### config.mk
export PLATFORM = sky130hd
export DESIGN_NAME = vga_capture
export DESIGN_NICKNAME = d
export VERILOG_FILES = /design/src/rtl/vga_pkg.sv /design/src/rtl/vga_sync_tracker.sv /design/src/rtl/vga_capture.sv
export SDC_FILE = /design/constraint.sdc
export NUM_CORES = 1
export LEC_CHECK = 0
export ABC_AREA = 0
export ABC_CLOCK_PERIOD_IN_PS = 3450
export BUFFER_PORTS_ARGS = -buffer_cell sky130_fd_sc_hd__buf_2
export CORE_MARGIN = 2
export CORE_UTILIZATION = 55
export DETAILED_ROUTE_END_ITERATION = 6
export PLACE_DENSITY = 0.8
export SYNTH_ARGS = -nofsm -noshare
export SYNTH_HDL_FRONTEND = slang
export SYNTH_HIERARCHICAL = 1
export SYNTH_SLANG_ARGS = --single-unit
### constraint.sdc
create_clock -name clk -period 3.45 [get_ports clk]
set_input_delay 0.345 -clock clk [delete_from_list [all_inputs] [get_ports clk]]
set_output_delay 0.345 -clock clk [all_outputs]
set_load 0.005 [all_outputs]
### src/rtl/vga_pkg.sv
// Shared VGA timing constants, capture FSM encoding and the frame-buffer address helper.
package vga_pkg;

    localparam int H_TOTAL     = 800;
    localparam int H_VIS_START = 144;
    localparam int H_VIS       = 640;
    localparam int V_TOTAL     = 525;
    localparam int V_VIS_START = 35;
    localparam int V_VIS       = 480;

    localparam int CNT_W  = 10;
    localparam int ADDR_W = 17;
    localparam int PIX_W  = 12;

    localparam logic [CNT_W-1:0] CNT_MAX = 10'd1023;
    localparam logic [CNT_W-1:0] CNT_PRE = 10'd1022;

    typedef enum logic [1:0] {
        ST_HUNT    = 2'd0,
        ST_MEASURE = 2'd1,
        ST_LOCKED  = 2'd2,
        ST_CAPTURE = 2'd3
    } cap_state_e;

    // Half-resolution word address: yh*320 + xh built as yh*256 + yh*64 + xh.
    function automatic logic [ADDR_W-1:0] pix_addr(input logic [8:0] xh, input logic [8:0] yh);
        logic [ADDR_W-1:0] y17;
        y17 = {8'd0, yh};
        return (y17 << 8) + (y17 << 6) + {8'd0, xh};
    endfunction

endpackage

### src/rtl/vga_sync_tracker.sv
// Sync edge detection, horizontal/vertical position counters and timing-violation flags.
module vga_sync_tracker #(
    parameter int H_TOTAL = vga_pkg::H_TOTAL,
    parameter int V_TOTAL = vga_pkg::V_TOTAL
) (
    input  logic       clk,
    input  logic       rst,
    input  logic       hsync,
    input  logic       vsync,
    output logic       v_fall,
    output logic [9:0] h_cnt,
    output logic [9:0] v_cnt,
    output logic       h_bad,
    output logic       v_bad
);
    import vga_pkg::*;

    localparam logic [9:0] H_LAST = 10'(H_TOTAL - 1);
    localparam logic [9:0] V_LAST = 10'(V_TOTAL - 1);

    logic       hs_q, hs_d;
    logic       vs_q, vs_d;
    logic [9:0] h_cnt_q, h_cnt_d;
    logic [9:0] v_cnt_q, v_cnt_d;
    logic       h_fall;

    assign h_fall = hs_q & ~hsync;
    assign v_fall = vs_q & ~vsync;

    always_comb begin
        hs_d    = hsync;
        vs_d    = vsync;
        h_cnt_d = h_cnt_q;
        v_cnt_d = v_cnt_q;
        if (h_fall) begin
            h_cnt_d = '0;
        end else if (h_cnt_q != CNT_MAX) begin
            h_cnt_d = h_cnt_q + 10'd1;
        end
        if (v_fall) begin
            v_cnt_d = '0;
        end else if (h_fall && (v_cnt_q != CNT_MAX)) begin
            v_cnt_d = v_cnt_q + 10'd1;
        end
    end

    // Saturation is flagged once, on the step into 1023, so a dead hsync reports a single error.
    assign h_bad = (h_fall && (h_cnt_q != H_LAST)) || (!h_fall && (h_cnt_q == CNT_PRE));
    assign v_bad = v_fall && (v_cnt_q != V_LAST);

    assign h_cnt = h_cnt_q;
    assign v_cnt = v_cnt_q;

    always_ff @(posedge clk) begin
        if (rst) begin
            hs_q    <= 1'b1;
            vs_q    <= 1'b1;
            h_cnt_q <= '0;
            v_cnt_q <= '0;
        end else begin
            hs_q    <= hs_d;
            vs_q    <= vs_d;
            h_cnt_q <= h_cnt_d;
            v_cnt_q <= v_cnt_d;
        end
    end

endmodule

### src/rtl/vga_capture.sv
// Locks onto incoming VGA timing and, on request, writes one decimated 320x240 frame to memory.
module vga_capture #(
    parameter int H_TOTAL     = vga_pkg::H_TOTAL,
    parameter int H_VIS_START = vga_pkg::H_VIS_START,
    parameter int H_VIS       = vga_pkg::H_VIS,
    parameter int V_TOTAL     = vga_pkg::V_TOTAL,
    parameter int V_VIS_START = vga_pkg::V_VIS_START,
    parameter int V_VIS       = vga_pkg::V_VIS
) (
    input  logic        clk,
    input  logic        rst,
    input  logic        hsync,
    input  logic        vsync,
    input  logic [11:0] rgb,
    input  logic        capture_req,
    output logic        wr_en,
    output logic [16:0] wr_addr,
    output logic [11:0] wr_data,
    output logic        locked,
    output logic        frame_done,
    output logic        err
);
    import vga_pkg::*;

    localparam logic [9:0] H_LO = 10'(H_VIS_START);
    localparam logic [9:0] H_HI = 10'(H_VIS_START + H_VIS);
    localparam logic [9:0] V_LO = 10'(V_VIS_START);
    localparam logic [9:0] V_HI = 10'(V_VIS_START + V_VIS);

    logic       v_fall, h_bad, v_bad, viol, pix_ok;
    logic [9:0] h_cnt, v_cnt, x, y;

    cap_state_e  state_q, state_d;
    logic        pend_q, pend_d;
    logic        locked_q, locked_d;
    logic        done_q, done_d;
    logic        err_q, err_d;
    logic        wr_en_q, wr_en_d;
    logic [16:0] wr_addr_q, wr_addr_d;
    logic [11:0] wr_data_q, wr_data_d;

    vga_sync_tracker #(
        .H_TOTAL (H_TOTAL),
        .V_TOTAL (V_TOTAL)
    ) u_tracker (
        .clk    (clk),
        .rst    (rst),
        .hsync  (hsync),
        .vsync  (vsync),
        .v_fall (v_fall),
        .h_cnt  (h_cnt),
        .v_cnt  (v_cnt),
        .h_bad  (h_bad),
        .v_bad  (v_bad)
    );

    assign viol = h_bad | v_bad;
    assign x    = h_cnt - H_LO;
    assign y    = v_cnt - V_LO;

    always_comb begin
        state_d = state_q;
        pend_d  = pend_q | capture_req;
        err_d   = 1'b0;
        done_d  = 1'b0;
        case (state_q)
            ST_HUNT: begin
                if (v_fall) state_d = ST_MEASURE;
            end
            ST_MEASURE: begin
                if (viol) begin
                    state_d = ST_HUNT;
                    err_d   = 1'b1;
                end else if (v_fall) begin
                    state_d = ST_LOCKED;
                end
            end
            ST_LOCKED: begin
                if (viol) begin
                    state_d = ST_HUNT;
                    err_d   = 1'b1;
                end else if (v_fall && pend_q) begin
                    state_d = ST_CAPTURE;
                    pend_d  = capture_req;
                end
            end
            ST_CAPTURE: begin
                // A request held during capture chains straight into the next frame.
                if (viol) begin
                    state_d = ST_HUNT;
                    err_d   = 1'b1;
                end else if (v_fall) begin
                    done_d = 1'b1;
                    if (pend_q) begin
                        pend_d = capture_req;
                    end else begin
                        state_d = ST_LOCKED;
                    end
                end
            end
            default: state_d = ST_HUNT;
        endcase

        locked_d = (state_d == ST_LOCKED) || (state_d == ST_CAPTURE);

        pix_ok = (state_q == ST_CAPTURE) && !viol
               && (h_cnt >= H_LO) && (h_cnt < H_HI)
               && (v_cnt >= V_LO) && (v_cnt < V_HI)
               && !x[0] && !y[0];

        wr_en_d   = pix_ok;
        wr_addr_d = pix_ok ? pix_addr(x[9:1], y[9:1]) : wr_addr_q;
        wr_data_d = pix_ok ? rgb : wr_data_q;
    end

    always_ff @(posedge clk) begin
        if (rst) begin
            state_q   <= ST_HUNT;
            pend_q    <= 1'b0;
            locked_q  <= 1'b0;
            done_q    <= 1'b0;
            err_q     <= 1'b0;
            wr_en_q   <= 1'b0;
            wr_addr_q <= '0;
            wr_data_q <= '0;
        end else begin
            state_q   <= state_d;
            pend_q    <= pend_d;
            locked_q  <= locked_d;
            done_q    <= done_d;
            err_q     <= err_d;
            wr_en_q   <= wr_en_d;
            wr_addr_q <= wr_addr_d;
            wr_data_q <= wr_data_d;
        end
    end

    assign wr_en      = wr_en_q;
    assign wr_addr    = wr_addr_q;
    assign wr_data    = wr_data_q;
    assign locked     = locked_q;
    assign frame_done = done_q;
    assign err        = err_q;

endmodule

# Word-level counts from Yosys, hierarchy flattened
# Index checks and enable logic that the tools add are counted.
[totals] n_memories=0 output_inout_bits=33 reg_bits=58 word_cells=81 rom_bits=0 latchBits=0 ramBits=0
[classes] shifts=0 n_reduce_logical=24 n_eq_ne=10 div=0 n_mul=0 addsub=6 magnitude_cmp=4 n_bitwise=8 mux=17
[ops] operator="!= test 10 bit (second input constant)" n=4
[ops] operator="adder 10 x 1 -> 10 bit (second input constant)" n=2
[ops] operator="< comparator 10 bit (second input constant)" n=2
[ops] operator="adder 17 x 15 -> 17 bit" n=1
[ops] operator="adder 17 x 9 -> 17 bit" n=1
[ops] operator="two-way mux 2 bit" n=8
[ops] operator="logical AND 1 bit" n=12
[ops] operator="equality test 10 bit (second input constant)" n=1
[ops] operator=">= comparator 10 x 6 -> 1 bit (second input constant)" n=1
[ops] operator=">= comparator 10 x 8 -> 1 bit (second input constant)" n=1
[ops] operator="subtractor 10 x 6 -> 10 bit (second input constant)" n=1
[ops] operator="subtractor 10 x 8 -> 10 bit (second input constant)" n=1
[ops] operator="equality test 2 bit (second input constant)" n=4
[ops] operator="one-hot mux 2 bit (4 select lines)" n=1
[ops] operator="two-way mux 1 bit" n=7
[ops] operator="OR reduction 2 bit" n=3
[ops] operator="OR reduction 3 bit" n=2
[ops] operator="zero test 1 bit" n=4
[ops] operator="NOT 1 bit" n=4
[ops] operator="AND 1 bit" n=2
[ops] operator="equality test 2 x 1 -> 1 bit (second input constant)" n=1
[ops] operator="zero test 2 bit" n=1
[ops] operator="logical OR 1 bit" n=2
[ops] operator="OR 1 bit" n=2
[ops] operator="one-hot mux 1 bit (2 select lines)" n=1

# Logic depth before layout (Yosys ltp)
[logic_depth] depth_word=14 ltp_mapped=15 depth_no_buf=15

# By module
# Netlist, hierarchy kept.
[by_module_without_submodules] mod="vga_capture" cells_per_inst=227 instances=1 area_per_inst_um2=2097.0 seq_area_each_um2=720.7
[by_module_without_submodules] mod="vga_sync_tracker" cells_per_inst=131 instances=1 area_per_inst_um2=1204.9 seq_area_each_um2=440.4

# Least setup slack after synthesis
# OpenSTA, ideal clock, no wires.
[synth_path] path_type="register -> register" startpoint="register u_tracker.h_cnt_q[6] (netlist: u_tracker/h_cnt[6])" endpoint="register wr_addr_q[15] (netlist: wr_addr[15])" setup_ps=117 path_stages_with_launch=12 slack_ps=352 t_arrival_ps=2981 n_path_buf=0 period_less_slack_ps=3098 path_cell_list="dfxtp_1 or3_1 a21oi_1 xnor2_1 fa_1 fa_1 nor2b_4 o31a_1 or4_1 a31oi_1 xnor2_1 a22o_1"
[synth_between] elab_chain_cells=12 word_cells_on_any_way=18
[synth_rtl] element="start, declared" line="vga_sync_tracker.sv:23" text="logic [9:0] h_cnt_q, h_cnt_d;"
[synth_rtl] element="start signal, assigned" line="vga_sync_tracker.sv:63" text="h_cnt_q <= h_cnt_d;"
[synth_rtl] element="branches (longest 12 deep; another with adder 17 x 9 -> 17 bit)"
[synth_rtl] element="end signal, assigned" line="vga_capture.sv:133" text="wr_addr_q <= wr_addr_d;"
[synth_rtl] element="end, declared" line="vga_capture.sv:39" text="logic [16:0] wr_addr_q, wr_addr_d;"
# Several ways; the timed one is not identified.
# A chain may end at the register's enable or synchronous reset.

# Worst setup path in the final report
# Same ends and word-level chain as after synthesis.

==> flow_summary_export.csv <==
group,metric,value,unit
grt,grt_pass1_vias,2598,
floorplanning,die_width,81.5,um
synthesis,synth_cells,358,
sta,setup_viol,0,
floorplanning,core,5850,um2
synthesis,syn_nets,401,
synthesis,netlist_area,3300,um2
clock_network,cts_buffer_depth,2,
synthesis,synth_top_area_frac,0.352,
synthesis,yosys-top-cells-area,"dfxtp_1 (35%), ha_1 (9.1%), mux2i_1 (7.3%), nor2_1 (5.7%), a21oi_1 (3.2%)",
sta,hold_viol,0,
critical_path,crit_required,3.69,ns
detailed_routing,via_per_inst,5.61,
clock_network,cts_tree,"built",
critical_path,cp_max_fo,10,
detailed_routing,detail_route.iter0.violations,133,
detailed_routing,antenna_left,0,
floorplanning,io_pins,50,
place,port_buffers,49,
floorplanning,start_util,0.564,
synthesis,ys_ff_latch,58,
place,placed_cells,480,
sta,clock_skew,0.00759,ns
sta,slew_headroom,0.514,
critical_path,worstPathCellList,"or3_1, a21oi_1, xnor2_1, fa_1, fa_2, nor2b_4, o31a_1, or4_1, a31oi_1, xnor2_1, a22o_1",
grt,antenna_found_initial,0,
sta,worstMarginPinSlew,0.728,ns
final_layout,num-fill-cells,460,
place,pre_cts_ws,0.108,ns
clock_network,clk_latency,0.34,ns
grt,grtUsageTotal,0.222,
place,place.gp.congestion,0.869,
sta,setup_slack,0.159,ns
detailed_routing,wl_per_cell,13.8,um
detailed_routing,first_pass_iters,4,
outcome,status,"finished, final reports clean",
power_and_ir_drop,vdd_drop_max,0.285,mV
synthesis,synth_edf_count,0,
synthesis,synthDistinctLibCells,65,
place,dp.final_hpwl,4.81,mm
synthesis,ys.flop_type,"dfxtp_1",
floorplanning,die-area,6640,um2
final_layout,final_cells,496,
sta,fin_setup_tns,0,ns
critical_path,cp_slowest_cell,"fa_1",
clock_network,clkSlewWorstSetupHoldPaths,0.07,ns
clock_network,cts_made_buffers,9,
sta,maxSlewViolCount,0,
detailed_routing,drt-total-wl,6.85,mm
clock_network,cts_setup_buffers,0,
final_layout,most-common-layout-cells,"dfxtp_1 (55), nor2_1 (50), buf_2 (49)",
clock_network,cts.sinks,58,
place,placed_cell_area,3630,um2
final_layout,drive_gt1_frac,0.245,
power_and_ir_drop,cellLeakagePower,1.78,nW
sta,clock.fmax,304,MHz
detailed_routing,via_count,2781,
job,cap_viol_max_count,0,
critical_path,cp.arrival,3.53,ns
synthesis,syn_avg_cell_area,9.22,um2
grt,grt_max_degree,41,
power_and_ir_drop,power_density,363,nW/um2
final_layout,fin_area,3860,um2
critical_path,crit_top_cell,"xnor2_1",
synthesis,seq_area_frac_synth,0.352,
critical_path,crit_path_max_incr_delay,0.56,ns
critical_path,path_buf_inv,0,
final_layout,final_core_util,0.659,
sta,finalCriticalPeriod,3.29,ns
sta,period_share,0.954,
final_layout,final_common_cell,"dfxtp_1",
grt,grt_pass1_wl,11.3,mm
critical_path,cp-end-kind,"register",
synthesis,yosysWarnings,6,
final_layout,syn_to_final_growth,16.8,%
critical_path,cp_top_family,"compound AO/OA/AOI/OAI gates",
critical_path,critical_path_class,"reg -> reg",
hold_path,hold_class,"in -> reg",
floorplanning,die_y,81.5,um
final_layout,nets,459,
detailed_routing,drc_errors,0,
grt,grt.overflow.total,0,
synthesis,synthArstFlopShare,0,
sta,whs,0.211,ns
clock_network,htreeDepth,3,
floorplanning,rows,28,
critical_path,setup.worst_path.start_class,"register",
power_and_ir_drop,p_total,1.40,mW
synthesis,synth_top_area_cell,"dfxtp_1",
clock_network,root_buffer,"clkbuf_8",
final_layout,antennaDiodeCount,0,
cell usage after synthesis (2+ instances only):
master and n:
and3_1 7, nor2_1 50, ha_1 24, clkbuf_1 5, nand3_1 7, buf_4 2, nand2_1 14, nand4_1 5
nand2b_1 4, o211ai_1 2, nor3_1 9, nor4_2 2, nor4_1 4, a31oi_1 5, and4_1 3, inv_1 17
mux2i_1 24, fa_1 2, xor2_1 11, nor2b_1 6, or4_1 2, nor3_2 2, buf_6 3, a211oi_1 4
xnor2_1 12, o21a_1 3, and2_1 2, a21oi_1 21, dfxtp_1 58, or3b_1 2, nand3_2 2, or2_2 5
o21ai_0 6, or3_1 2
power breakdown:
group / total (mW) / switching, mW / internal, mW
sequential: 0.683 / 0.00761 / 0.676
combinational: 0.0764 / 0.0439 / 0.0326
clock: 0.639 / 0.302 / 0.338
cells by family after synthesis:
group,after synthesis,share of synthesized area
XOR/XNOR,23,0.0610
AND/OR/NAND/NOR,142,0.244
multiplexers,25,0.0762
buffers and inverters,27,0.0398
AO/OA/AOI/OAI,57,0.124
flip-flops,58,0.352
adder cells (fa/ha/maj),26,0.103
worst paths after layout:
check                     startpoint        endpoint  slack (ns)  cells after the start
setup / recovery  u_tracker/h_cnt[6]     wr_addr[15]        0.16                     11
setup reg to reg  u_tracker/h_cnt[6]     wr_addr[15]        0.16                     11
hold / removal                 vsync  u_tracker/vs_q        0.21                      2
hold reg to reg          wr_addr[13]     wr_addr[13]        0.45                      2
routing by layer:
layer  GRT usage  wire length, um  vias to the layer above
met5           0                0                        -
met4       0.110              133                        0
met3      0.0495              238                       12
met2       0.383             3510                       55
met1       0.258             2960                     1316
li1            -                -                     1398
timing repair:
item                                   in CTS  in global routing
setup endpoints to repair                   0                  4
endpoints found under the hold margin       0                  0
hold buffers                                0                  0
gates resized for setup                     0                  6
sequential cells by signal (all words and copies together), names as in the netlist:
name             count
wr_addr             17
u_tracker/hs_q       1
err                  1
pend_q               1
locked               1
u_tracker/h_cnt     10
wr_data             12
u_tracker/v_cnt     10
wr_en                1
u_tracker/vs_q       1
frame_done           1
state_q              2
area by class of cell:
| type | count | area (um2) | share of cell area |
|---|---|---|---|
| Multi-Input combinational cell | 273 | 2030 | 0.525 |
| Timing Repair Buffer | 57 | 305 | 0.0791 |
| Tap cell | 75 | 93.8 | 0.0243 |
| Clock buffer | 9 | 124 | 0.0321 |
| Sequential cell | 58 | 1160 | 0.302 |
| Clock inverter | 7 | 78.8 | 0.0204 |
| Inverter | 17 | 63.8 | 0.0165 |
(Power assumes the default switching activity.)
